--- src/rtl/ram_bist_pkg.sv ---
// Shared encodings for the RAM march-test controller: FSM states, march phases,
// cs/rw strobe levels and small phase helpers.
package ram_bist_pkg;

  localparam int unsigned STATE_W = 2;
  localparam int unsigned PHASE_W = 2;

  typedef enum logic [STATE_W-1:0] {
    S_IDLE,
    S_SETUP,
    S_ACCESS,
    S_DONE
  } state_e;

  typedef enum logic [PHASE_W-1:0] {
    PH_W0,
    PH_R0,
    PH_W1,
    PH_R1
  } phase_e;

  localparam logic CS_SEL   = 1'b0;
  localparam logic CS_DESEL = 1'b1;
  localparam logic RW_READ  = 1'b0;
  localparam logic RW_WRITE = 1'b1;

  function automatic logic phase_is_read(input phase_e p);
    logic r;
    r = (p == PH_R0) || (p == PH_R1);
    return r;
  endfunction

  // W1/R1 use the bitwise inverse of the base pattern
  function automatic logic phase_is_inv(input phase_e p);
    logic r;
    r = (p == PH_W1) || (p == PH_R1);
    return r;
  endfunction

  function automatic phase_e phase_next(input phase_e p);
    phase_e n;
    case (p)
      PH_W0:   n = PH_R0;
      PH_R0:   n = PH_W1;
      PH_W1:   n = PH_R1;
      default: n = PH_W0;
    endcase
    return n;
  endfunction

endpackage

--- src/rtl/ram_bist_pattern.sv ---
// Combinational march data generator: (addr resized to DATA_W) ^ SEED,
// inverted in the W1/R1 phases.
module ram_bist_pattern
  import ram_bist_pkg::*;
#(
  parameter int unsigned         ADDR_W = 4,
  parameter int unsigned         DATA_W = 4,
  parameter logic [DATA_W-1:0]   SEED   = '0
) (
  input  logic [ADDR_W-1:0]  addr_i,
  input  logic [PHASE_W-1:0] phase_i,
  output logic [DATA_W-1:0]  pattern_c_o
);

  logic [DATA_W-1:0] base_c;

  always_comb begin
    base_c      = DATA_W'(addr_i) ^ SEED;
    pattern_c_o = phase_is_inv(phase_e'(phase_i)) ? ~base_c : base_c;
  end

endmodule

--- src/rtl/ram_bist_ctrl.sv ---
// Four-pass march BIST initiator for an asynchronous cs/rw RAM.
// Build option RAM_BIST_STOP_ON_FAIL_EN ends the run at the first mismatch.
module ram_bist_ctrl
  import ram_bist_pkg::*;
#(
  parameter int unsigned       ADDR_W = 4,
  parameter int unsigned       DATA_W = 4,
  parameter logic [DATA_W-1:0] SEED   = '0,
  parameter int unsigned       ERR_W  = 8
) (
  input  logic              clk,
  input  logic              rst,
  input  logic              start,
  output logic              busy,
  output logic              done,
  output logic              pass,
  output logic [ADDR_W-1:0] fail_adrs,
  output logic [ERR_W-1:0]  err_cnt,
  output logic              ram_cs,
  output logic              ram_rw,
  output logic [ADDR_W-1:0] ram_adrs,
  output logic [DATA_W-1:0] ram_data_in,
  input  logic [DATA_W-1:0] ram_data_out
);

  localparam logic [ADDR_W-1:0] ADDR_LAST = '1;
  localparam logic [ERR_W-1:0]  ERR_MAX   = '1;

  state_e            state_q;
  phase_e            phase_q;
  logic [ADDR_W-1:0] addr_q;
  logic              busy_q;
  logic              done_q;
  logic              pass_q;
  logic [ADDR_W-1:0] fail_adrs_q;
  logic [ERR_W-1:0]  err_cnt_q;
  logic              ram_cs_q;
  logic              ram_rw_q;
  logic [ADDR_W-1:0] ram_adrs_q;
  logic [DATA_W-1:0] ram_data_in_q;

  logic [ERR_W-1:0]  err_cnt_d;
  logic [ADDR_W-1:0] fail_adrs_d;
  logic [DATA_W-1:0] expect_c;
  logic [DATA_W-1:0] wdata_c;
  logic [ADDR_W-1:0] nxt_addr_c;
  phase_e            nxt_phase_c;
  logic              last_addr_c;
  logic              run_end_c;
  logic              mismatch_c;
  logic              stop_c;

  // Reference data for the access in flight (compare value in R phases)
  ram_bist_pattern #(
    .ADDR_W (ADDR_W),
    .DATA_W (DATA_W),
    .SEED   (SEED)
  ) u_expect (
    .addr_i      (addr_q),
    .phase_i     (phase_q),
    .pattern_c_o (expect_c)
  );

  // Write data for the access about to be set up
  ram_bist_pattern #(
    .ADDR_W (ADDR_W),
    .DATA_W (DATA_W),
    .SEED   (SEED)
  ) u_wdata (
    .addr_i      (nxt_addr_c),
    .phase_i     (nxt_phase_c),
    .pattern_c_o (wdata_c)
  );

  // Next access address/phase and mismatch bookkeeping
  always_comb begin
    last_addr_c = (addr_q == ADDR_LAST);
    run_end_c   = last_addr_c && (phase_q == PH_R1);
    nxt_addr_c  = '0;
    nxt_phase_c = PH_W0;
    if (state_q == S_ACCESS) begin
      nxt_addr_c  = last_addr_c ? '0 : addr_q + ADDR_W'(1);
      nxt_phase_c = last_addr_c ? phase_next(phase_q) : phase_q;
    end

    mismatch_c  = (state_q == S_ACCESS) && phase_is_read(phase_q) &&
                  (ram_data_out != expect_c);
    err_cnt_d   = err_cnt_q;
    fail_adrs_d = fail_adrs_q;
    if (mismatch_c) begin
      if (err_cnt_q != ERR_MAX) err_cnt_d = err_cnt_q + ERR_W'(1);
      if (err_cnt_q == '0)      fail_adrs_d = addr_q;
    end

`ifdef RAM_BIST_STOP_ON_FAIL_EN
    stop_c = mismatch_c;
`else
    stop_c = 1'b0;
`endif
  end

  // Control FSM; async reset deselects the RAM without waiting for a clock
  always_ff @(posedge clk or posedge rst) begin
    if (rst) begin
      state_q       <= S_IDLE;
      phase_q       <= PH_W0;
      addr_q        <= '0;
      busy_q        <= 1'b0;
      done_q        <= 1'b0;
      pass_q        <= 1'b0;
      fail_adrs_q   <= '0;
      err_cnt_q     <= '0;
      ram_cs_q      <= CS_DESEL;
      ram_rw_q      <= RW_READ;
      ram_adrs_q    <= '0;
      ram_data_in_q <= '0;
    end else begin
      case (state_q)
        S_IDLE, S_DONE: begin
          if (start) begin
            state_q       <= S_SETUP;
            phase_q       <= nxt_phase_c;
            addr_q        <= nxt_addr_c;
            busy_q        <= 1'b1;
            done_q        <= 1'b0;
            pass_q        <= 1'b0;
            fail_adrs_q   <= '0;
            err_cnt_q     <= '0;
            ram_cs_q      <= CS_DESEL;
            ram_rw_q      <= RW_WRITE;
            ram_adrs_q    <= nxt_addr_c;
            ram_data_in_q <= wdata_c;
          end
        end
        S_SETUP: begin
          state_q  <= S_ACCESS;
          ram_cs_q <= CS_SEL;
        end
        S_ACCESS: begin
          ram_cs_q    <= CS_DESEL;
          err_cnt_q   <= err_cnt_d;
          fail_adrs_q <= fail_adrs_d;
          if (run_end_c || stop_c) begin
            state_q <= S_DONE;
            busy_q  <= 1'b0;
            done_q  <= 1'b1;
            pass_q  <= (err_cnt_d == '0);
          end else begin
            state_q    <= S_SETUP;
            addr_q     <= nxt_addr_c;
            phase_q    <= nxt_phase_c;
            ram_adrs_q <= nxt_addr_c;
            if (phase_is_read(nxt_phase_c)) begin
              ram_rw_q <= RW_READ;
            end else begin
              ram_rw_q      <= RW_WRITE;
              ram_data_in_q <= wdata_c;
            end
          end
        end
        default: state_q <= S_IDLE;
      endcase
    end
  end

  assign busy        = busy_q;
  assign done        = done_q;
  assign pass        = pass_q;
  assign fail_adrs   = fail_adrs_q;
  assign err_cnt     = err_cnt_q;
  assign ram_cs      = ram_cs_q;
  assign ram_rw      = ram_rw_q;
  assign ram_adrs    = ram_adrs_q;
  assign ram_data_in = ram_data_in_q;

endmodule

--- config.mk ---
export PLATFORM = sky130hd
export DESIGN_NAME = ram_bist_ctrl
export DESIGN_NICKNAME = d
export VERILOG_FILES = /design/src/rtl/ram_bist_pkg.sv /design/src/rtl/ram_bist_pattern.sv /design/src/rtl/ram_bist_ctrl.sv
export SDC_FILE = /design/constraint.sdc
export NUM_CORES = 1
export LEC_CHECK = 0
export CAP_MARGIN = 25
export CORE_MARGIN = 5
export CORE_UTILIZATION = 53
export DETAILED_ROUTE_END_ITERATION = 12
export GPL_TIMING_DRIVEN = 1
export PLACE_DENSITY_LB_ADDON = 0.12
export SLEW_MARGIN = 20
export SYNTH_ARGS = -nofsm -noshare
export SYNTH_HDL_FRONTEND = slang
export SYNTH_HIERARCHICAL = 1
export SYNTH_SLANG_ARGS = --single-unit
--- constraint.sdc ---
create_clock -name clk -period 2.4 [get_ports clk]
set_input_delay 0.24 -clock clk [delete_from_list [all_inputs] [get_ports clk]]
set_output_delay 0.24 -clock clk [all_outputs]
set_load 0.01 [all_outputs]
==> metrics.md <==
| Metric | Value |
|---|---|
| Worst setup SP type | `flip-flop` |
| Vias in the first global route | `1,662` |
| Worst Hold Class | `primary input to asynchronous set/reset pin` |
| Num CTS Buffers | `5` |
| Worst setup path class | `flip-flop to flip-flop` |
| Iteration-0 DRC Markers | `138` |
| Port Buffers | `31` |
| Status | `complete, no violations` |
| Max Cap Viol | `0` |
| Cell area after layout | `2370 µm²` |
| Clk sinks | `29` |
| Post-synth top cells | `dfrtp_1 (28), nor2_1 (17), inv_1 (14), nand2_1 (14), mux2_2 (12)` |
| N_diodes | `0` |
| Area leader, netlist | `dfrtp_1` |
| First-pass GRT wire length | `7880 µm` |
| Non-filler cells, final | `287` |
| Cell Pwr Density | `677 nW/µm²` |
| CP Launch Point | `phase_q[1]$_DFFE_PP0P_` |
| CTS Buffer Depth | `2` |
| Crit Path Max Fanout | `9` |
| Part of the cycle the worst path needs | `0.910` |
| Die Ht | `70.2 µm` |
| Worst-Skew Late Latency | `0.34 ns` |
| Setup Viol. Count Final | `0` |
| TNS Setup | `0 ns` |
| H-tree level count | `2` |
| Net count after synthesis | `219` |
| Synthesized area | `1920 µm²` |
| Worst-Margin Slew | `0.773 ns` |
| RSZ-0062 raised after global routing | `false` |
| Syn Inst Count | `203` |
| HPWL after detailed placement | `3410 µm` |
| Period minus WS final | `2.18 ns` |
| Largest net degree at the start of global routing | `27` |
| Worst EP arrival | `2.42 ns` |
| Critical path endpoint category | `flip-flop` |
| GPL Wtd Cong | `0.907` |
| Drt via density | `5.79` |
| Worst-path clk slew | `0.10 ns` |
| Global router's overall resource usage | `0.200` |
| Die W | `70.2 µm` |
| CORE AREA | `3420 µm²` |
| Most common cell in the netlist | `dfrtp_1` |
| Synth unique cells | `45` |
| Reg-to-reg slack, setup | `0.22 ns` |
| Crit path depth | `7` |
| Initial Util | `0.562` |
| Warnings from Yosys | `6` |
| Ports | `32` |
| DR pass1 iterations | `4` |
| Worst path cell trace | `xor2_1, xnor2_1, a41o_2, buf_4, nor2_1, a2111o_1, o41ai_2` |
| R2r startpoint | `phase_q[1]$_DFFE_PP0P_` |
| Layout cells sized above 1 | `0.158` |
| Worst path buffer plus inverter count | `1` |
| FFs w/ async S/R, synth | `1.00` |
| Post-route ant nets | `0` |
| Routed WL | `4500 µm` |
| FP Rows | `21` |
| CTS tree | `yes` |
| Seq/Total Area, Yosys | `0.379` |
| Max Clock Freq | `0.458 GHz` |
| Yosys reg bits | `29` |
| Fin. max-slew vios | `0` |
| Syn_area_per_cell | `9.46 µm²` |
| Worst Path Required | `2.64 ns` |
| Area of the multi-input gates | `1080 µm²` |
| DRC viols | `0` |
| Root buf cell | `clkbuf_4` |
| Area Overhead vs Synth | `23.3%` |
| Largest cells by area after synthesis | `dfrtp_1 (36%), mux2_2 (7.0%), ha_1 (5.9%)` |
| Worst r2r path cells | `7` |
| Initial antenna violation count | `0` |
| Post-synth top area share | `0.365` |
| DR vias | `1,662` |
| DP Cell Count | `279` |
| Setup Skew | `0.0189 ns` |
| Slowest-stage cell, CP | `dfrtp_2` |
| Final net count | `256` |
| Die area | `4930 µm²` |
| Gr ovfl total | `0` |
| Register Area | `728 µm²` |
| Max incr delay on CP | `0.49 ns` |
| Final hold vios | `0` |
| Area post-placement | `2310 µm²` |
| Max-slew headroom | `0.484` |
| Leakage power | `1.09 nW` |
| DR WL/cell | `15.7 µm` |
| EDFF count, synth | `0` |
| # fillers | `268` |
| Crit path max-delay family | `compound AO/OA/AOI/OAI gates` |
| Primary FF master, synth | `dfrtp_1` |
| Worst-case vdd ir drop | `0.000569 V` |
## worst register-to-register path, delay by kind of cell (launching register included)
family                    cells  cell delay [ns]
and+or+nand+nor               1             0.11
AOI/OAI and AO/OA             3             0.94
buffers and inverters         1             0.17
xor gates and xnor gates      2             0.37
DFF                           1             0.49
## layout make-up
class / instances / area share
timing repair buffer: 42 / 0.166
inverter: 14 / 0.0222
multi-input combinational: 148 / 0.455
clock buffer: 8 / 0.0248
sequential: 29 / 0.308
tap: 46 / 0.0243
## placed cells by master (no fill, tap or decap), types with 2 or more instances in the layout
cell type / n
mux2_2: 12
a21o_1: 3
nand4_1: 3
buf_4: 11
dfrtp_1: 27
a211oi_1: 3
clkbuf_4: 5
mux2i_1: 7
inv_1: 14
a31oi_1: 2
nor2b_1: 2
and2_1: 5
clkbuf_1: 2
clkdlybuf4s50_1: 31
xnor2_1: 4
o21ai_0: 10
nand3_1: 6
nor2_1: 17
xor2_1: 9
o22ai_1: 3
nor3_1: 3
a21oi_1: 8
ha_1: 9
nand2_1: 14
o31a_1: 2
o21ai_2: 2
a22o_1: 4
nand2b_1: 3
## path summary, 6_finish.rpt
check	to
worst max-delay path	pass$_DFFE_PP0P_
worst min register to register	fail_adrs[3]$_DFFE_PP0P_
worst max register to register	pass$_DFFE_PP0P_
worst min-delay path	ram_adrs[3]$_DFFE_PP0P_
max in group asynchronous	phase_q[1]$_DFFE_PP0P_
min in group clk	fail_adrs[3]$_DFFE_PP0P_
## layer usage
layer / vias to the layer above / GRT usage / routed length, µm
li1: 794 / - / -
met2: 60 / 0.329 / 2270
met1: 798 / 0.246 / 1900
met4: 0 / 0.0787 / 87
met5: - / 0 / 0
met3: 10 / 0.0545 / 240
## logic make-up after synthesis
group,count (synthesis),share of synthesized area
simple gates,62,0.171
compound gates,45,0.165
flops,29,0.379
buf+inv,26,0.0612
mux,19,0.107
xor+xnor,13,0.0593
fa+ha+maj,9,0.0586
## what timing repair did
action / in CTS / in global routing
gates resized for setup: 0 / 2
buffers inserted: 0 / 0
setup endpoints to repair: 0 / 1
hold buffers: 0 / 0
## registers in the layout, indices dropped and copies added (netlist names), 2 cells and up
register / flops
ram_data_in: 4
phase_q: 2
ram_adrs: 4
fail_adrs: 4
err_cnt: 8
state_q: 2
## metrics by stage
stage | setup WS, ns | power, mW | util | hold WS (ns)
after floorplan | 0.389 | 1.06 | - | 0.317
after global placement | 0.213 | 1.27 | 0.675 | 0.480
after detailed placement | 0.129 | 1.29 | 0.675 | 0.487
after CTS | 0.102 | 1.61 | 0.692 | 0.364
after global routing | 0.0709 | 1.71 | 0.693 | 0.398
final | 0.217 | 1.60 | 0.693 | 0.342
## where the power goes
group	switching, mW	internal (mW)
clock	0.169	0.144
combinational	0.406	0.313
sequential	0.0353	0.535
(Power assumes the default switching activity.)
